<file path="config.mk">
export PLATFORM = sky130hd
export DESIGN_NAME = hw_input_stencil_stream_ctrl_flat
export DESIGN_NICKNAME = d
export VERILOG_FILES = /design/src/rtl/hw_input_stencil_stream_ctrl_if.sv /design/src/rtl/hw_input_stencil_stream_ctrl.sv /design/src/flat_wrapper.sv
export SDC_FILE = /design/constraint.sdc
export NUM_CORES = 1
export LEC_CHECK = 0
export BUFFER_PORTS_ARGS = -buffer_cell sky130_fd_sc_hd__buf_2
export CORE_AREA = 2 2 178 180
export CTS_CLUSTER_SIZE = 40
export DETAILED_ROUTE_END_ITERATION = 10
export DIE_AREA = 0 0 180 182
export GPL_TIMING_DRIVEN = 1
export PLACE_DENSITY = 0.64
export SKIP_CTS_REPAIR_TIMING = 1
export SYNTH_ARGS = -nofsm -noshare
export SYNTH_HDL_FRONTEND = slang
export SYNTH_SLANG_ARGS = --single-unit
</file>
<file path="constraint.sdc">
create_clock -name clk -period 8.8 [get_ports clk]
set_input_delay 1.76 -clock clk [delete_from_list [all_inputs] [get_ports clk]]
set_output_delay 1.76 -clock clk [all_outputs]
set_load 0.02 [all_outputs]
</file>
<file path="src/rtl/hw_input_stencil_stream_ctrl_if.sv">
// Handshake and buffer-port bundle for the input stencil stream controller.
// master = controller side, slave = pixel source / line buffer / consumer side.
interface hw_input_stencil_stream_ctrl_if #(
    parameter int unsigned DW = 16
);
    logic                  in_valid;
    logic                  in_ready;
    logic [DW-1:0]         in_data;
    logic                  ub_wen;
    logic [2:0][DW-1:0]    ub_wr_ctrl_vars;
    logic [DW-1:0]         ub_wr_data;
    logic                  ub_ren;
    logic [2:0][DW-1:0]    ub_rd_ctrl_vars;
    logic [8:0][DW-1:0]    ub_rd_data;
    logic                  win_valid;
    logic                  win_ready;
    logic [8:0][DW-1:0]    win_data;
    logic [DW-1:0]         win_y;
    logic [DW-1:0]         win_x;
    logic                  win_last;
    logic                  frame_done;

    modport master (
        input  in_valid, in_data, ub_rd_data, win_ready,
        output in_ready, ub_wen, ub_wr_ctrl_vars, ub_wr_data, ub_ren, ub_rd_ctrl_vars,
               win_valid, win_data, win_y, win_x, win_last, frame_done
    );

    modport slave (
        output in_valid, in_data, ub_rd_data, win_ready,
        input  in_ready, ub_wen, ub_wr_ctrl_vars, ub_wr_data, ub_ren, ub_rd_ctrl_vars,
               win_valid, win_data, win_y, win_x, win_last, frame_done
    );
endinterface

</file>
<file path="src/rtl/hw_input_stencil_stream_ctrl.sv">
// Writes a raster pixel stream into the stencil line buffer and issues each
// 3x3 window origin as soon as its last pixel has landed, one window per cycle.
module hw_input_stencil_stream_ctrl #(
    parameter int unsigned IMG_W = 64,
    parameter int unsigned IMG_H = 64,
    parameter int unsigned K     = 3,
    parameter int unsigned DW    = 16
) (
    input  logic                          clk,
    input  logic                          rst,
    input  logic                          flush,
    hw_input_stencil_stream_ctrl_if.master bus
);
    localparam int unsigned NPIX = IMG_W * IMG_H;
    localparam int unsigned CW   = $clog2(NPIX + 1);
    localparam int unsigned XW   = $clog2(IMG_W);
    localparam int unsigned YW   = $clog2(IMG_H);
    localparam int unsigned OW   = IMG_W - K + 1;
    localparam int unsigned OH   = IMG_H - K + 1;

    typedef enum logic {S_WRITE = 1'b0, S_HOLD = 1'b1} state_t;

    state_t              r_state;
    state_t              w_state_nxt;
    logic [CW-1:0]       r_wcnt;
    logic [YW-1:0]       r_wy;
    logic [XW-1:0]       r_wx;
    logic [YW-1:0]       r_ry;
    logic [XW-1:0]       r_rx;
    logic                r_pending;
    logic                r_win_valid;
    logic                r_win_last;
    logic                r_frame_done;
    logic [8:0][DW-1:0]  r_win_data;
    logic [DW-1:0]       r_win_y;
    logic [DW-1:0]       r_win_x;

    logic                w_in_ready;
    logic                w_wen;
    logic                w_ren;
    logic                w_accept;
    logic                w_rd_last;
    logic [CW-1:0]       w_dep_thr;
    logic                w_dep_ok;

    assign w_in_ready = (r_state == S_WRITE) & ~rst & ~flush;
    assign w_wen      = bus.in_valid & w_in_ready;

    // Origin (ry,rx) is complete once pixel (ry+K-1, rx+K-1) has been written.
    assign w_dep_thr  = (CW'(r_ry) + CW'(K - 1)) * CW'(IMG_W) + CW'(r_rx) + CW'(K - 1);
    assign w_dep_ok   = r_wcnt > w_dep_thr;
    assign w_ren      = w_dep_ok & r_pending & (~r_win_valid | bus.win_ready) & ~rst & ~flush;
    assign w_accept   = r_win_valid & bus.win_ready & ~flush;
    assign w_rd_last  = (r_ry == YW'(OH - 1)) && (r_rx == XW'(OW - 1));

    always_ff @(posedge clk or posedge rst) begin
        if (rst) r_state <= S_WRITE;
        else     r_state <= w_state_nxt;
    end

    always_comb begin
        w_state_nxt = r_state;
        case (r_state)
            S_WRITE: if (w_wen && r_wcnt == CW'(NPIX - 1)) w_state_nxt = S_HOLD;
            S_HOLD:  if (r_frame_done) w_state_nxt = S_WRITE;
            default: w_state_nxt = S_WRITE;
        endcase
        if (flush) w_state_nxt = S_WRITE;
    end

    // Write-side raster position and accepted-pixel count.
    always_ff @(posedge clk or posedge rst) begin
        if (rst) begin
            r_wcnt <= '0;
            r_wy   <= '0;
            r_wx   <= '0;
        end else if (flush || r_frame_done) begin
            r_wcnt <= '0;
            r_wy   <= '0;
            r_wx   <= '0;
        end else if (w_wen) begin
            r_wcnt <= r_wcnt + CW'(1);
            if (r_wx == XW'(IMG_W - 1)) begin
                r_wx <= '0;
                r_wy <= r_wy + YW'(1);
            end else begin
                r_wx <= r_wx + XW'(1);
            end
        end
    end

    always_ff @(posedge clk or posedge rst) begin
        if (rst) begin
            r_ry      <= '0;
            r_rx      <= '0;
            r_pending <= 1'b1;
        end else if (flush || r_frame_done) begin
            r_ry      <= '0;
            r_rx      <= '0;
            r_pending <= 1'b1;
        end else if (w_ren) begin
            if (w_rd_last) r_pending <= 1'b0;
            if (r_rx == XW'(OW - 1)) begin
                r_rx <= '0;
                r_ry <= r_ry + YW'(1);
            end else begin
                r_rx <= r_rx + XW'(1);
            end
        end
    end

    // Output window register: a new issue may replace a window in its accept cycle.
    always_ff @(posedge clk or posedge rst) begin
        if (rst) begin
            r_win_valid  <= 1'b0;
            r_win_last   <= 1'b0;
            r_frame_done <= 1'b0;
            r_win_data   <= '0;
            r_win_y      <= '0;
            r_win_x      <= '0;
        end else if (flush) begin
            r_win_valid  <= 1'b0;
            r_frame_done <= 1'b0;
        end else begin
            r_frame_done <= w_accept & r_win_last;
            if (w_ren) begin
                r_win_valid <= 1'b1;
                r_win_data  <= bus.ub_rd_data;
                r_win_y     <= DW'(r_ry);
                r_win_x     <= DW'(r_rx);
                r_win_last  <= w_rd_last;
            end else if (w_accept) begin
                r_win_valid <= 1'b0;
            end
        end
    end

    assign bus.in_ready        = w_in_ready;
    assign bus.ub_wen          = w_wen;
    assign bus.ub_wr_ctrl_vars = {DW'(r_wx), DW'(r_wy), DW'(0)};
    assign bus.ub_wr_data      = bus.in_data;
    assign bus.ub_ren          = w_ren;
    assign bus.ub_rd_ctrl_vars = {DW'(r_rx), DW'(r_ry), DW'(0)};
    assign bus.win_valid       = r_win_valid;
    assign bus.win_data        = r_win_data;
    assign bus.win_y           = r_win_y;
    assign bus.win_x           = r_win_x;
    assign bus.win_last        = r_win_last;
    assign bus.frame_done      = r_frame_done;
endmodule

</file>
<file path="src/flat_wrapper.sv">
// flat-port wrapper written by rule: the top's interface ports become plain ports
module hw_input_stencil_stream_ctrl_flat 
#(
    parameter int unsigned IMG_W = 64,
    parameter int unsigned IMG_H = 64,
    parameter int unsigned K     = 3,
    parameter int unsigned DW    = 16
)
  (clk, rst, flush, bus_in_valid, bus_in_data, bus_ub_rd_data, bus_win_ready, bus_in_ready, bus_ub_wen, bus_ub_wr_ctrl_vars, bus_ub_wr_data, bus_ub_ren, bus_ub_rd_ctrl_vars, bus_win_valid, bus_win_data, bus_win_y, bus_win_x, bus_win_last, bus_frame_done);
  hw_input_stencil_stream_ctrl_if #(.DW(DW)) bus_i ();
  input  logic clk;
  input  logic rst;
  input  logic flush;
  input wire logic [$bits(bus_i.in_valid)-1:0] bus_in_valid;
  input wire logic [$bits(bus_i.in_data)-1:0] bus_in_data;
  input wire logic [$bits(bus_i.ub_rd_data)-1:0] bus_ub_rd_data;
  input wire logic [$bits(bus_i.win_ready)-1:0] bus_win_ready;
  output wire logic [$bits(bus_i.in_ready)-1:0] bus_in_ready;
  output wire logic [$bits(bus_i.ub_wen)-1:0] bus_ub_wen;
  output wire logic [$bits(bus_i.ub_wr_ctrl_vars)-1:0] bus_ub_wr_ctrl_vars;
  output wire logic [$bits(bus_i.ub_wr_data)-1:0] bus_ub_wr_data;
  output wire logic [$bits(bus_i.ub_ren)-1:0] bus_ub_ren;
  output wire logic [$bits(bus_i.ub_rd_ctrl_vars)-1:0] bus_ub_rd_ctrl_vars;
  output wire logic [$bits(bus_i.win_valid)-1:0] bus_win_valid;
  output wire logic [$bits(bus_i.win_data)-1:0] bus_win_data;
  output wire logic [$bits(bus_i.win_y)-1:0] bus_win_y;
  output wire logic [$bits(bus_i.win_x)-1:0] bus_win_x;
  output wire logic [$bits(bus_i.win_last)-1:0] bus_win_last;
  output wire logic [$bits(bus_i.frame_done)-1:0] bus_frame_done;
  assign bus_i.in_valid = bus_in_valid;
  assign bus_i.in_data = bus_in_data;
  assign bus_i.ub_rd_data = bus_ub_rd_data;
  assign bus_i.win_ready = bus_win_ready;
  assign bus_in_ready = bus_i.in_ready;
  assign bus_ub_wen = bus_i.ub_wen;
  assign bus_ub_wr_ctrl_vars = bus_i.ub_wr_ctrl_vars;
  assign bus_ub_wr_data = bus_i.ub_wr_data;
  assign bus_ub_ren = bus_i.ub_ren;
  assign bus_ub_rd_ctrl_vars = bus_i.ub_rd_ctrl_vars;
  assign bus_win_valid = bus_i.win_valid;
  assign bus_win_data = bus_i.win_data;
  assign bus_win_y = bus_i.win_y;
  assign bus_win_x = bus_i.win_x;
  assign bus_win_last = bus_i.win_last;
  assign bus_frame_done = bus_i.frame_done;
  hw_input_stencil_stream_ctrl #(.IMG_W(IMG_W), .IMG_H(IMG_H), .K(K), .DW(DW)) u_core (.clk(clk), .rst(rst), .flush(flush), .bus(bus_i));
endmodule
</file>
==> metrics.log, run 1 <==
INFO  metric status = finished clean
INFO  metric dp.final_hpwl = 19100 µm
INFO  metric worst_slew_pin_tran = 1070 ps
INFO  metric iter_0_drt_violations = 261
INFO  metric critPathArrivalTime = 4400 ps
INFO  metric syn_to_final_growth = 19.5%
INFO  metric power_report.internal_total = 1.37 mW
INFO  metric ant_cells = 0
INFO  metric ff2ff_path_depth = 14
INFO  metric grt_first_pass_wirelength = 38500 µm
INFO  metric numCtsBuffers = 17
INFO  metric synth_edf_count = 0
INFO  metric yosys-mux-area-fraction = 23.4%
INFO  metric final_min_period_over_clock_period = 70.0%
INFO  metric numPortBuffers = 334
INFO  metric yosys-top-cells-area = dfrtp_1 (49%), mux2_4 (21%), buf_4 (8.1%)
INFO  metric tns = 0 ps
INFO  metric synthesis.area = 10200 µm²
INFO  metric synthDominantCellAreaShare = 48.5%
INFO  metric data_required_time_of_the_worst_path = 7040 ps
INFO  metric timing.final.setup_violations = 0
INFO  metric syn-instance-count = 744
INFO  metric timing.critical_path.from_type = register
INFO  metric ys_types = 60
INFO  metric power_switching = 467 µW
INFO  metric slew_headroom = 27.9%
INFO  metric gp_congestion = 0.859
INFO  metric timing.clock.skew = 15.9 ps
INFO  metric p_sw_share = 25.4%
INFO  metric comb_power_share = 5.7%
INFO  metric cts.path.max_buffers = 2
INFO  metric final_hold_viol_count = 0
INFO  metric total_number_of_h_tree_levels = 4
INFO  metric synthDominantAreaCellType = dfrtp_1
INFO  metric die_h = 182 µm
INFO  metric clock-root-buffer = clkbuf_16
INFO  metric design.portCount = 459
INFO  metric design.die.area = 32800 µm²
INFO  metric drt-total-wl = 25900 µm
INFO  metric grt_antenna_before_repair = 2
INFO  metric start_util = 32.8%
INFO  metric clock-sinks = 198
INFO  metric complex_gate_fraction_of_the_synthesized_area = 3.42%
INFO  metric yosysWarningCount = 0
INFO  metric max_cap_violations = 0
INFO  metric dr_total_vias = 6494
INFO  metric synthSimpleGateAreaFrac = 6.89%
INFO  metric dominant_combinational_cell_family_by_area_after_synthesis = multiplexers
INFO  metric crit_fanout = 47
INFO  metric num-nets-final = 1241
INFO  metric placement.setup.worst_slack = 2810 ps
INFO  metric ys_seq_elements = 198
INFO  metric detail_route.wl_per_cell = 17.6 µm
INFO  metric dieWidth = 180 µm
INFO  metric remaining_drc_errors = 0
INFO  metric coreArea = 31000 µm²
INFO  metric routed_via_density = 4.42
INFO  metric setup_slack = 2640 ps
INFO  metric number_of_global_route_vias_before_repair = 6147
INFO  metric rows = 65
INFO  metric min_period = 6160 ps
INFO  metric synth-seq-area-share = 48.8%
INFO  metric clkPwrFrac = 44.8%
INFO  metric rsz0062_at_grt = false
INFO  metric powerDensity = 152 nW/µm²
INFO  metric dr.pass1.iters = 4
INFO  metric synth_fa_ha_area_share = 3.03%
INFO  metric worst_hold_path.num_cells = 1
INFO  metric grtUsageTotal = 15.5%
INFO  metric number_of_routed_nets_with_antenna_violations = 0
INFO  metric share_seq_of_total_power = 49.5%
INFO  metric min_delay_worst_type = reg -> reg
INFO  metric timing_worst_setup_path_type = reg -> out
INFO  metric clock_network_latency_to_the_later_pin_of_the_worst_skew_pair = 440 ps
INFO  metric drive_above_1_share = 50.4%
INFO  metric cp-end-kind = primary output
INFO  metric async_reset_ff_share = 100%
INFO  metric max-vdd-ir-drop = 0.132 mV
INFO  metric leakagePower = 6.57 nW
INFO  metric maxClockFrequency = 162 MHz
INFO  metric dominantRegCellSynth = dfrtp_1
INFO  metric syn_area_per_cell = 13.7 µm²
INFO  metric global_route.overflow_total = 0
INFO  metric maximum_number_of_pins_on_one_net_before_global_route_repair = 124
INFO  metric path_clk_slew = 80 ps
INFO  metric drv_slew = 0
INFO  metric cts_tree = done
INFO  metric synth_xor_area_share = 2.16%
-- power groups by stage --
| stage | Sequential, mW | Clock, mW | Combinational, mW |
|---|---|---|---|
| after floorplan | 0.930 | 0 | 0.103 |
| after global placement | 0.929 | 0 | 0.105 |
| after detailed placement | 0.929 | 0 | 0.105 |
| after CTS | 0.911 | 0.856 | 0.106 |
| after global routing | 0.912 | 0.889 | 0.116 |
| final | 0.911 | 0.825 | 0.104 |
-- cell usage in the layout (no fill, tap or decap), types with 2 or more instances in the layout --
cell type,instances
buf_2,334
conb_1,92
mux2_2,10
a21oi_1,20
inv_6,3
maj3_1,2
inv_8,6
or3_1,14
o22ai_1,3
nor3_2,2
ha_1,23
xor2_1,13
nand2b_1,2
nor3_1,5
mux2_4,140
nor2_1,26
mux2_1,6
and4_1,2
and3_1,4
a2111oi_0,2
clkinv_4,2
inv_1,8
a211oi_1,6
bufinv_16,2
or2_2,3
clkinv_8,2
mux2i_1,9
nand2_1,32
o21ai_0,8
dfrtp_1,197
nand3_1,12
xnor2_1,12
buf_4,4
clkbuf_16,17
nand4_1,13
a21o_1,3
-- worst max-delay path, cell delays in order (launching register included) --
cell and delay (ps):
dfrtp_1 540, ha_1 350, nand2_1 110, nor2_1 150, xnor2_1 160, ha_1 270, and4_1 220, and3b_1 160
o21ai_0 830, a21o_1 590, inv_8 280, buf_2 280
-- logic make-up after synthesis --
logic type / Yosys count
adders and majority gates: 25
DFF: 198
AOI/OAI and AO/OA: 52
buffers and inverters: 151
xor gates and xnor gates: 25
and+or+nand+nor: 127
other: 1
muxes: 165
-- worst paths after layout --
check                                          from                        to  slack (ps)
min                        u_core.bus.win_data[106]  u_core.bus.win_data[106]         490
max                                  u_core.r_rx[1]                bus_ub_ren        2640
min in group asynchronous                       rst   u_core.bus.win_data[81]        1540
min reg2reg                u_core.bus.win_data[106]  u_core.bus.win_data[106]         490
max reg2reg                          u_core.r_rx[1]  u_core.bus.win_data[104]        2770
max in group asynchronous                       rst   u_core.bus.win_data[27]        5770
-- state kept, by name, indices dropped and copies added, names as in the netlist, 6 cells and up --
name                 count
u_core.bus.win_data    144
u_core.bus.win_x         6
u_core.bus.win_y         6
u_core.r_rx              6
u_core.r_ry              6
u_core.r_wcnt           13
u_core.r_wx              6
u_core.r_wy              6
-- metal layers --
| layer | vias up | global-route usage [%] | wire [µm] |
|---|---|---|---|
| met5 | - | 0 | 27 |
| met4 | 4 | 5.14 | 535 |
| met3 | 27 | 6.08 | 2010 |
| met2 | 227 | 25.5 | 13000 |
| met1 | 3235 | 18.5 | 10300 |
| li1 | 3001 | - | - |
-- final cells by class --
type / count / area (µm²)
clock inverter: 14 / 185
inverter: 12 / 65.1
timing repair buffer: 338 / 1700
clock buffer: 18 / 429
sequential: 198 / 4960
multi-input combinational: 486 / 4290
fill: 3009 / 18900
tap: 402 / 503
-- synth_stat cells (all sizes together) (10+ instances only) --
cell type	number
nand3	13
dfrtp	197
nor2	26
nand4	14
inv	12
mux2	156
buf	129
clkbuf	10
ha	23
nand2	33
a21oi	21
or3	14
xor2	13
xnor2	12
-- stage by stage --
stage / cells / utilization (%) / hold WS (ps) / power [mW] / area, µm²
after floorplan: 835 / - / 526 / 1.03 / 10500
after global placement: 1436 / 37.2 / 465 / 1.03 / 11500
after detailed placement: 1436 / 37.2 / 471 / 1.03 / 11500
after CTS: 1468 / 39.2 / 489 / 1.87 / 12100
after global routing: 1468 / 39.2 / 503 / 1.92 / 12100
final: 1468 / 39.2 / 485 / 1.84 / 12100
(Power assumes the default switching activity.)
==> run 2, diff against run 1 <==
==> constraint.sdc (replaced) <==
create_clock -name clk -period 5.95 [get_ports clk]
set_input_delay 1.19 -clock clk [delete_from_list [all_inputs] [get_ports clk]]
set_output_delay 1.19 -clock clk [all_outputs]
set_load 0.02 [all_outputs]
==> metrics.log, run 2 (same netlist as run 1, synthesis figures left out) <==
INFO  metric drv_slew = 0 (unchanged)
INFO  metric cp-end-kind = primary output
INFO  metric iter_0_drt_violations = 306 (+17%)
INFO  metric post_dp_cell_area = 11500 µm² (+0.12%)
INFO  metric cts.path.max_buffers = 2 (unchanged)
INFO  metric global_route.overflow_total = 0 (unchanged)
INFO  metric leakagePower = 6.56 nW (-0.12%)
INFO  metric drt-total-wl = 25100 µm (-2.8%)
INFO  metric setup_slack = 383 ps (-2250 ps)
INFO  metric layout.cells.most_common = buf_2
INFO  metric clock-sinks = 198 (unchanged)
INFO  metric final_min_period_over_clock_period = 93.6%
INFO  metric worst_slew_pin_tran = 958 ps (-112 ps)
INFO  metric cpPeakStageDelay = 560 ps (-270 ps)
INFO  metric status = finished clean
INFO  metric powerDensity = 225 nW/µm² (+48%)
INFO  metric crit_fanout = 39 (-17%)
INFO  metric number_of_routed_nets_with_antenna_violations = 0 (unchanged)
INFO  metric reg2reg_to = u_core.bus.win_data[65]
INFO  metric timing.critical_path.from_type = register
INFO  metric ff2ff_path_depth = 13 (-1)
INFO  metric startpoint = u_core.r_rx[2]
INFO  metric numPortBuffers = 334 (unchanged)
INFO  metric gp_congestion = 0.815 (-5.1%)
INFO  metric tns = 0 ps (unchanged)
INFO  metric rr_startpoint = u_core.r_rx[2]
INFO  metric coreArea = 31000 µm² (unchanged)
INFO  metric maxClockFrequency = 180 MHz
INFO  metric timing.final.setup_violations = 0 (unchanged)
INFO  metric data_required_time_of_the_worst_path = 4760 ps (-2280 ps)
INFO  metric total_number_of_h_tree_levels = 4 (unchanged)
INFO  metric syn_to_final_growth = 19.5% (about the same)
INFO  metric dieWidth = 180 µm (unchanged)
INFO  metric remaining_drc_errors = 0 (unchanged)
INFO  metric min_period = 5570 ps
INFO  metric regArea = 4960 µm² (unchanged)
INFO  metric maximum_number_of_pins_on_one_net_before_global_route_repair = 119 (-4.0%)
INFO  metric rows = 65 (unchanged)
INFO  metric num-nets-final = 1240 (-0.081%)
INFO  metric critPathArrivalTime = 4380 ps (-20 ps)
INFO  metric critPathSlowestCell = dfrtp_1
INFO  metric numCtsBuffers = 17 (unchanged)
INFO  metric number_of_global_route_vias_before_repair = 6436 (+4.7%)
INFO  metric dr_total_vias = 6425 (-1.1%)
INFO  metric start_util = 32.8% (unchanged)
INFO  metric drive_above_1_share = 50.1% (-0.23 points)
INFO  metric multi_input_comb_area = 4290 µm² (unchanged)
INFO  metric min_delay_worst_type = reg -> reg
INFO  metric design.portCount = 459 (unchanged)
INFO  metric design.die.area = 32800 µm² (unchanged)
INFO  metric final_hold_viol_count = 0 (unchanged)
INFO  metric grt_first_pass_wirelength = 38300 µm (-0.45%)
INFO  metric grt_antenna_before_repair = 1 (-1)
INFO  metric grtUsageTotal = 15.2% (-0.33 points)
INFO  metric die_h = 182 µm (unchanged)
INFO  metric max-vdd-ir-drop = 0.192 mV (+45%)
INFO  metric highest_count_cells_in_the_layout_ignoring_fill_and_taps = buf_2 (334), dfrtp_1 (197), mux2_4 (140)
INFO  metric setup.reg_to_reg.worst_slack = 1140 ps (-1630 ps)
INFO  metric crit_chain = ha_1, nand2_1, nor4b_1, maj3_1, a21oi_1, xor2_1, ha_1, and4_4, a21o_1, a21oi_4, a21o_1, inv_8, buf_2
INFO  metric cts_tree = done
INFO  metric routed_via_density = 4.38 (-0.93%)
INFO  metric timing.clock.skew = 12.1 ps (-3.79 ps)
INFO  metric fillers = 2986 (-0.76%)
INFO  metric clock_network_latency_to_the_later_pin_of_the_worst_skew_pair = 450 ps (about the same)
INFO  metric detail_route.wl_per_cell = 17.2 µm (-2.7%)
INFO  metric largest_register_ffs = 144 (unchanged)
INFO  metric placement.setup.worst_slack = 889 ps (-1920 ps)
INFO  metric max_cap_violations = 0 (unchanged)
INFO  metric clock-root-buffer = clkbuf_16
INFO  metric path_clk_slew = 70 ps (about the same)
INFO  metric slew_headroom = 36.1% (+8.2 points)
INFO  metric worstHoldStart = u_core.bus.win_data[108]
INFO  metric finalInstanceArea = 12100 µm² (about the same)
INFO  metric critPathCapture = bus_ub_ren
INFO  metric rsz0062_at_grt = false
INFO  metric dp.final_hpwl = 18500 µm (-3.3%)
INFO  metric dr.pass1.iters = 4 (unchanged)
INFO  metric timing_worst_setup_path_type = reg -> out
INFO  metric final_core_util = 39.2% (about the same)
-- run 2: cell types whose count changed in the layout (fill, tap and decap cells not counted), sizes merged --
cell / previous run / this run
clkinv: 5 / 2
inv: 18 / 15
bufinv: 2 / 4
buf: 338 / 337
clkbuf: 18 / 19
clkinvlp: 1 / 2
diode: 0 / 1
-- run 2: stage by stage --
stage                     hold slack [ps]  total power [mW]  instances
after global routing                  505              2.84       1465
final                                 486              2.73       1466
after floorplan                       526              1.53        835
after global placement                466              1.53       1435
after detailed placement              474              1.53       1435
after CTS                             489              2.77       1465
-- run 2: layout make-up --
| class | count | share of cell area, % |
|---|---|---|
| diodes | 1 | 0.0206 |
| clock buffers | 19 | 3.57 |
| clock inverters | 11 | 1.42 |
| inverters | 12 | 0.505 |
| multi-input cells | 486 | 35.4 |
| flip-flops and latches | 198 | 40.8 |
| well taps | 402 | 4.14 |
| repair buffers | 337 | 14.2 |
-- run 2: how the worst min path moves through the flow --
stage / end / cells after the start
finish: u_core.bus.win_data[108] / 1
global route: u_core.bus.win_data[108] / 1
CTS: u_core.bus.win_data[108] / 1
detailed placement: u_core.bus.win_data[108] / 1
global placement: u_core.bus.win_data[104] / 1
floorplan: u_core.r_state / 2
-- run 2: critical path, delay by kind of cell, from the launching register on --
family / cells / cell delay (ps)
XOR/XNOR: 1 / 170
AND/OR/NAND/NOR: 3 / 640
buffers and inverters: 2 / 480
flip-flops: 1 / 560
adder cells (fa/ha/maj): 3 / 930
AO/OA/AOI/OAI: 4 / 1100
-- run 2: report_power, final --
part / switching (mW) / internal (mW)
Sequential: 0.00203 / 1.35
Clock: 0.525 / 0.704
Combinational: 0.113 / 0.0441
Total: 0.639 / 2.09
-- run 2: metal layers --
metal / global-route usage, % / wire length [µm] / part of all wire (%) / up-vias
met5: 0 / 0 / 0 / -
met1: 18.1 / 10200 / 40 / 3168
met3: 5.07 / 1870 / 7.4 / 25
met4: 5.24 / 516 / 2.1 / 0
met2: 25.5 / 12600 / 50 / 242
li1: - / - / - / 2990
==> run 3, diff against run 2 <==
--- a/config.mk
+++ b/config.mk
@@ -5,13 +5,14 @@
 export SDC_FILE = /design/constraint.sdc
 export NUM_CORES = 1
 export LEC_CHECK = 0
+export ABC_AREA = 1
 export BUFFER_PORTS_ARGS = -buffer_cell sky130_fd_sc_hd__buf_2
-export CORE_AREA = 2 2 178 180
+export CORE_AREA = 2 2 176 178
 export CTS_CLUSTER_SIZE = 40
 export DETAILED_ROUTE_END_ITERATION = 10
-export DIE_AREA = 0 0 180 182
+export DIE_AREA = 0 0 178 180
 export GPL_TIMING_DRIVEN = 1
-export PLACE_DENSITY = 0.64
+export PLACE_DENSITY = 0.62
 export SKIP_CTS_REPAIR_TIMING = 1
 export SYNTH_ARGS = -nofsm -noshare
 export SYNTH_HDL_FRONTEND = slang
==> metrics.log, run 3 <==
INFO  metric status = finished clean
INFO  metric layout.cells.most_common = nand2_1
INFO  metric dominantRegCellSynth = dfrtp_1
INFO  metric min_delay_worst_type = reg -> reg
INFO  metric rr_startpoint = u_core.r_rx[3]
INFO  metric synthDominantAreaCellType = dfrtp_1
INFO  metric slew_headroom = 38.0% (+1.9 points)
INFO  metric grtUsageTotal = 15.7% (+0.59 points)
INFO  metric worst_hold_path.num_cells = 2 (+1)
INFO  metric global_route.overflow_total = 0 (unchanged)
INFO  metric worst_slew_pin_tran = 929 ps (-29.2 ps)
INFO  metric terminating_pin_of_the_worst_hold_path = u_core.r_pending
INFO  metric place_inst = 1799 (+25%)
INFO  metric drive_above_1_share = 26.6% (-24 points)
INFO  metric detail_route.wl_per_cell = 13.8 µm (-20%)
INFO  metric cpMostUsedCell = nand2_1
INFO  metric cpPeakStageDelay = 450 ps (-110 ps)
INFO  metric cp-end-kind = primary output
INFO  metric coreArea = 30200 µm² (-2.6%)
INFO  metric fillers = 3121 (+4.5%)
INFO  metric timing.critical_path.from_type = register
INFO  metric numCtsBuffers = 17 (unchanged)
INFO  metric worstHoldStart = u_core.r_pending
INFO  metric regArea = 4960 µm² (unchanged)
INFO  metric syn_area_per_cell = 8.42 µm² (-38%)
INFO  metric rsz0062_at_grt = false
INFO  metric powerDensity = 301 nW/µm² (+33%)
INFO  metric max_cap_violations = 0 (unchanged)
INFO  metric clock-root-buffer = clkbuf_16
INFO  metric multi_input_comb_area = 3540 µm² (-18%)
INFO  metric final_min_period_over_clock_period = 83.8% (-9.8 points)
INFO  metric num-nets-final = 1610 (+30%)
INFO  metric clock_network_latency_to_the_later_pin_of_the_worst_skew_pair = 440 ps (about the same)
INFO  metric yosys-top-cells-area = dfrtp_1 (52%), nand2_1 (22%), buf_4 (8.8%)
INFO  metric reg2reg_to = u_core.bus.win_data[67]
INFO  metric timing.final.setup_violations = 0 (unchanged)
INFO  metric critPathArrivalTime = 3790 ps (-590 ps)
INFO  metric leakagePower = 6.96 nW (+6.1%)
INFO  metric ff2ff_path_depth = 19 (+6)
INFO  metric synth-seq-area-share = 52.6% (+3.8 points)
INFO  metric clock-sinks = 198 (unchanged)
INFO  metric yosysWarningCount = 0 (unchanged)
INFO  metric crit_chain = nand2_1, inv_1, nand2_1, nor3_1, nand4_1, nor2_1, a21oi_1, ha_1, nand2_1, nor2_2, nand2_1, nor2_1, nor2_1, nand2_8, inv_4, buf_2
INFO  metric iter_0_drt_violations = 446 (+46%)
INFO  metric synth_most_common_cell = nand2_1
INFO  metric max-vdd-ir-drop = 0.151 mV (-21%)
INFO  metric dieWidth = 178 µm (-1.1%)
INFO  metric numPortBuffers = 334 (unchanged)
INFO  metric highest_count_cells_in_the_layout_ignoring_fill_and_taps = nand2_1 (544), buf_2 (334), dfrtp_1 (197)
INFO  metric dp.final_hpwl = 18300 µm (-0.93%)
INFO  metric drv_slew = 0 (unchanged)
INFO  metric syn_to_final_growth = 22.1%
INFO  metric maximum_number_of_pins_on_one_net_before_global_route_repair = 93 (-22%)
INFO  metric design.die.area = 32000 µm² (-2.2%)
INFO  metric number_of_global_route_vias_before_repair = 7466 (+16%)
INFO  metric final_hold_viol_count = 0 (unchanged)
INFO  metric gp_congestion = 0.847 (+4.0%)
INFO  metric ys_types = 35 (-42%)
INFO  metric timing_worst_setup_path_type = reg -> out
INFO  metric dr_total_vias = 7790 (+21%)
INFO  metric cts.path.max_buffers = 2 (unchanged)
INFO  metric rows = 64 (-1.5%)
INFO  metric cts_tree = done
INFO  metric timing.clock.skew = 14.4 ps (+2.24 ps)
INFO  metric setup.reg_to_reg.worst_slack = 1230 ps (+90 ps)
INFO  metric total_power = 3.46 mW (+26%)
INFO  metric min_period = 4980 ps (-583 ps)
INFO  metric crit_fanout = 92 (+140%)
INFO  metric maxClockFrequency = 201 MHz (+12%)
INFO  metric async_reset_ff_share = 100% (unchanged)
INFO  metric syn-instance-count = 1118 (+50%)
INFO  metric synth_commonest_cells = nand2_1 (544), dfrtp_1 (197), buf_4 (110), inv_1 (50), nor2_1 (32)
INFO  metric critPathSlowestCell = dfrtp_1
INFO  metric start_util = 31.2% (-1.6 points)
INFO  metric synthDominantCellAreaShare = 52.4% (+3.8 points)
INFO  metric startpoint = u_core.r_rx[3]
INFO  metric total_number_of_h_tree_levels = 4 (unchanged)
INFO  metric remaining_drc_errors = 0 (unchanged)
INFO  metric synth_edf_count = 0 (unchanged)
INFO  metric path_clk_slew = 80 ps (about the same)
INFO  metric final_cells = 1832 (+25%)
INFO  metric number_of_routed_nets_with_antenna_violations = 0 (unchanged)
INFO  metric grt_first_pass_wirelength = 39700 µm (+3.7%)
INFO  metric ys_seq_elements = 198 (unchanged)
INFO  metric largest_register_ffs = 144 (unchanged)
INFO  metric final_core_util = 38.1% (-1.1 points)
INFO  metric data_required_time_of_the_worst_path = 4760 ps (about the same)
INFO  metric routed_via_density = 4.25 (-3.0%)
INFO  metric grt_antenna_before_repair = 1 (unchanged)
INFO  metric drt-total-wl = 25200 µm (+0.23%)
INFO  metric dr.pass1.iters = 5 (+1)
INFO  metric die_h = 180 µm (-1.1%)
INFO  metric synthesis.area = 9420 µm² (-7.3%)
INFO  metric design.portCount = 459 (unchanged)
INFO  metric tns = 0 ps (unchanged)
[run 3: cell types whose count changed after synthesis, sizes merged, moves of 14 or more]
cell,change
nand2,+512
inv,+39
or3,-14
buf,+15
mux2,-156
o21ai,+22
[run 3: logic make-up after synthesis]
| kind of cell | after synthesis | share of synthesized area [%] |
|---|---|---|
| other cells | 1 | 0.0398 |
| flops | 198 | 52.6 |
| fa+ha+maj | 23 | 3.06 |
| xor+xnor | 16 | 1.49 |
| compound gates | 62 | 3.63 |
| simple gates | 620 | 25.6 |
| buf+inv | 198 | 13.6 |
[run 3: where the power goes]
part	internal, mW	total, mW	switching [mW]
Clock	0.624	1.17	0.548
Combinational	0.221	0.691	0.470
Sequential	1.50	1.59	0.0972
[run 3: final cells by class]
class | instances | area share [%]
Sequential cell | 198 | 43.1
Multi-Input combinational cell | 813 | 30.8
Timing Repair Buffer | 341 | 15.0
Tap cell | 396 | 4.31
Clock buffer | 22 | 4.12
Inverter | 51 | 1.72
Clock inverter | 10 | 0.968
Antenna cell | 1 | 0.0218
[run 3: stage by stage]
stage	setup WS [ps]	cell area [µm²]	hold WS [ps]
3_3_place_gp	1320	10900	452
2_1_floorplan	2200	9760	444
6_report	966	11500	467
3_5_place_dp	1220	10900	459
4_1_cts	914	11500	472
5_1_grt	566	11500	495
[run 3: how the worst max path moves through the flow]
stage | depth (start not counted) | to
global route | 16 | bus_ub_ren
CTS | 16 | bus_ub_ren
detailed placement | 19 | u_core.bus.win_data[67]
global placement | 19 | u_core.bus.win_data[43]
floorplan | 1 | u_core.bus.frame_done
finish | 16 | bus_ub_ren
[run 3: routing by layer]
metal	vias up	global-route usage, %	part of all wire (%)
met5	-	0	0
met4	0	5.70	2.4
met3	35	4.12	7.3
met2	282	25.7	47
met1	3618	20.0	43
li1	3855	-	-
[run 3: critical path, delay by kind of cell, from the launching register on]
family	cells	cell delay, ps
AOI/OAI and AO/OA	1	80
DFF	1	450
adders and majority gates	1	300
buffers and inverters	3	680
and+or+nand+nor	11	1830
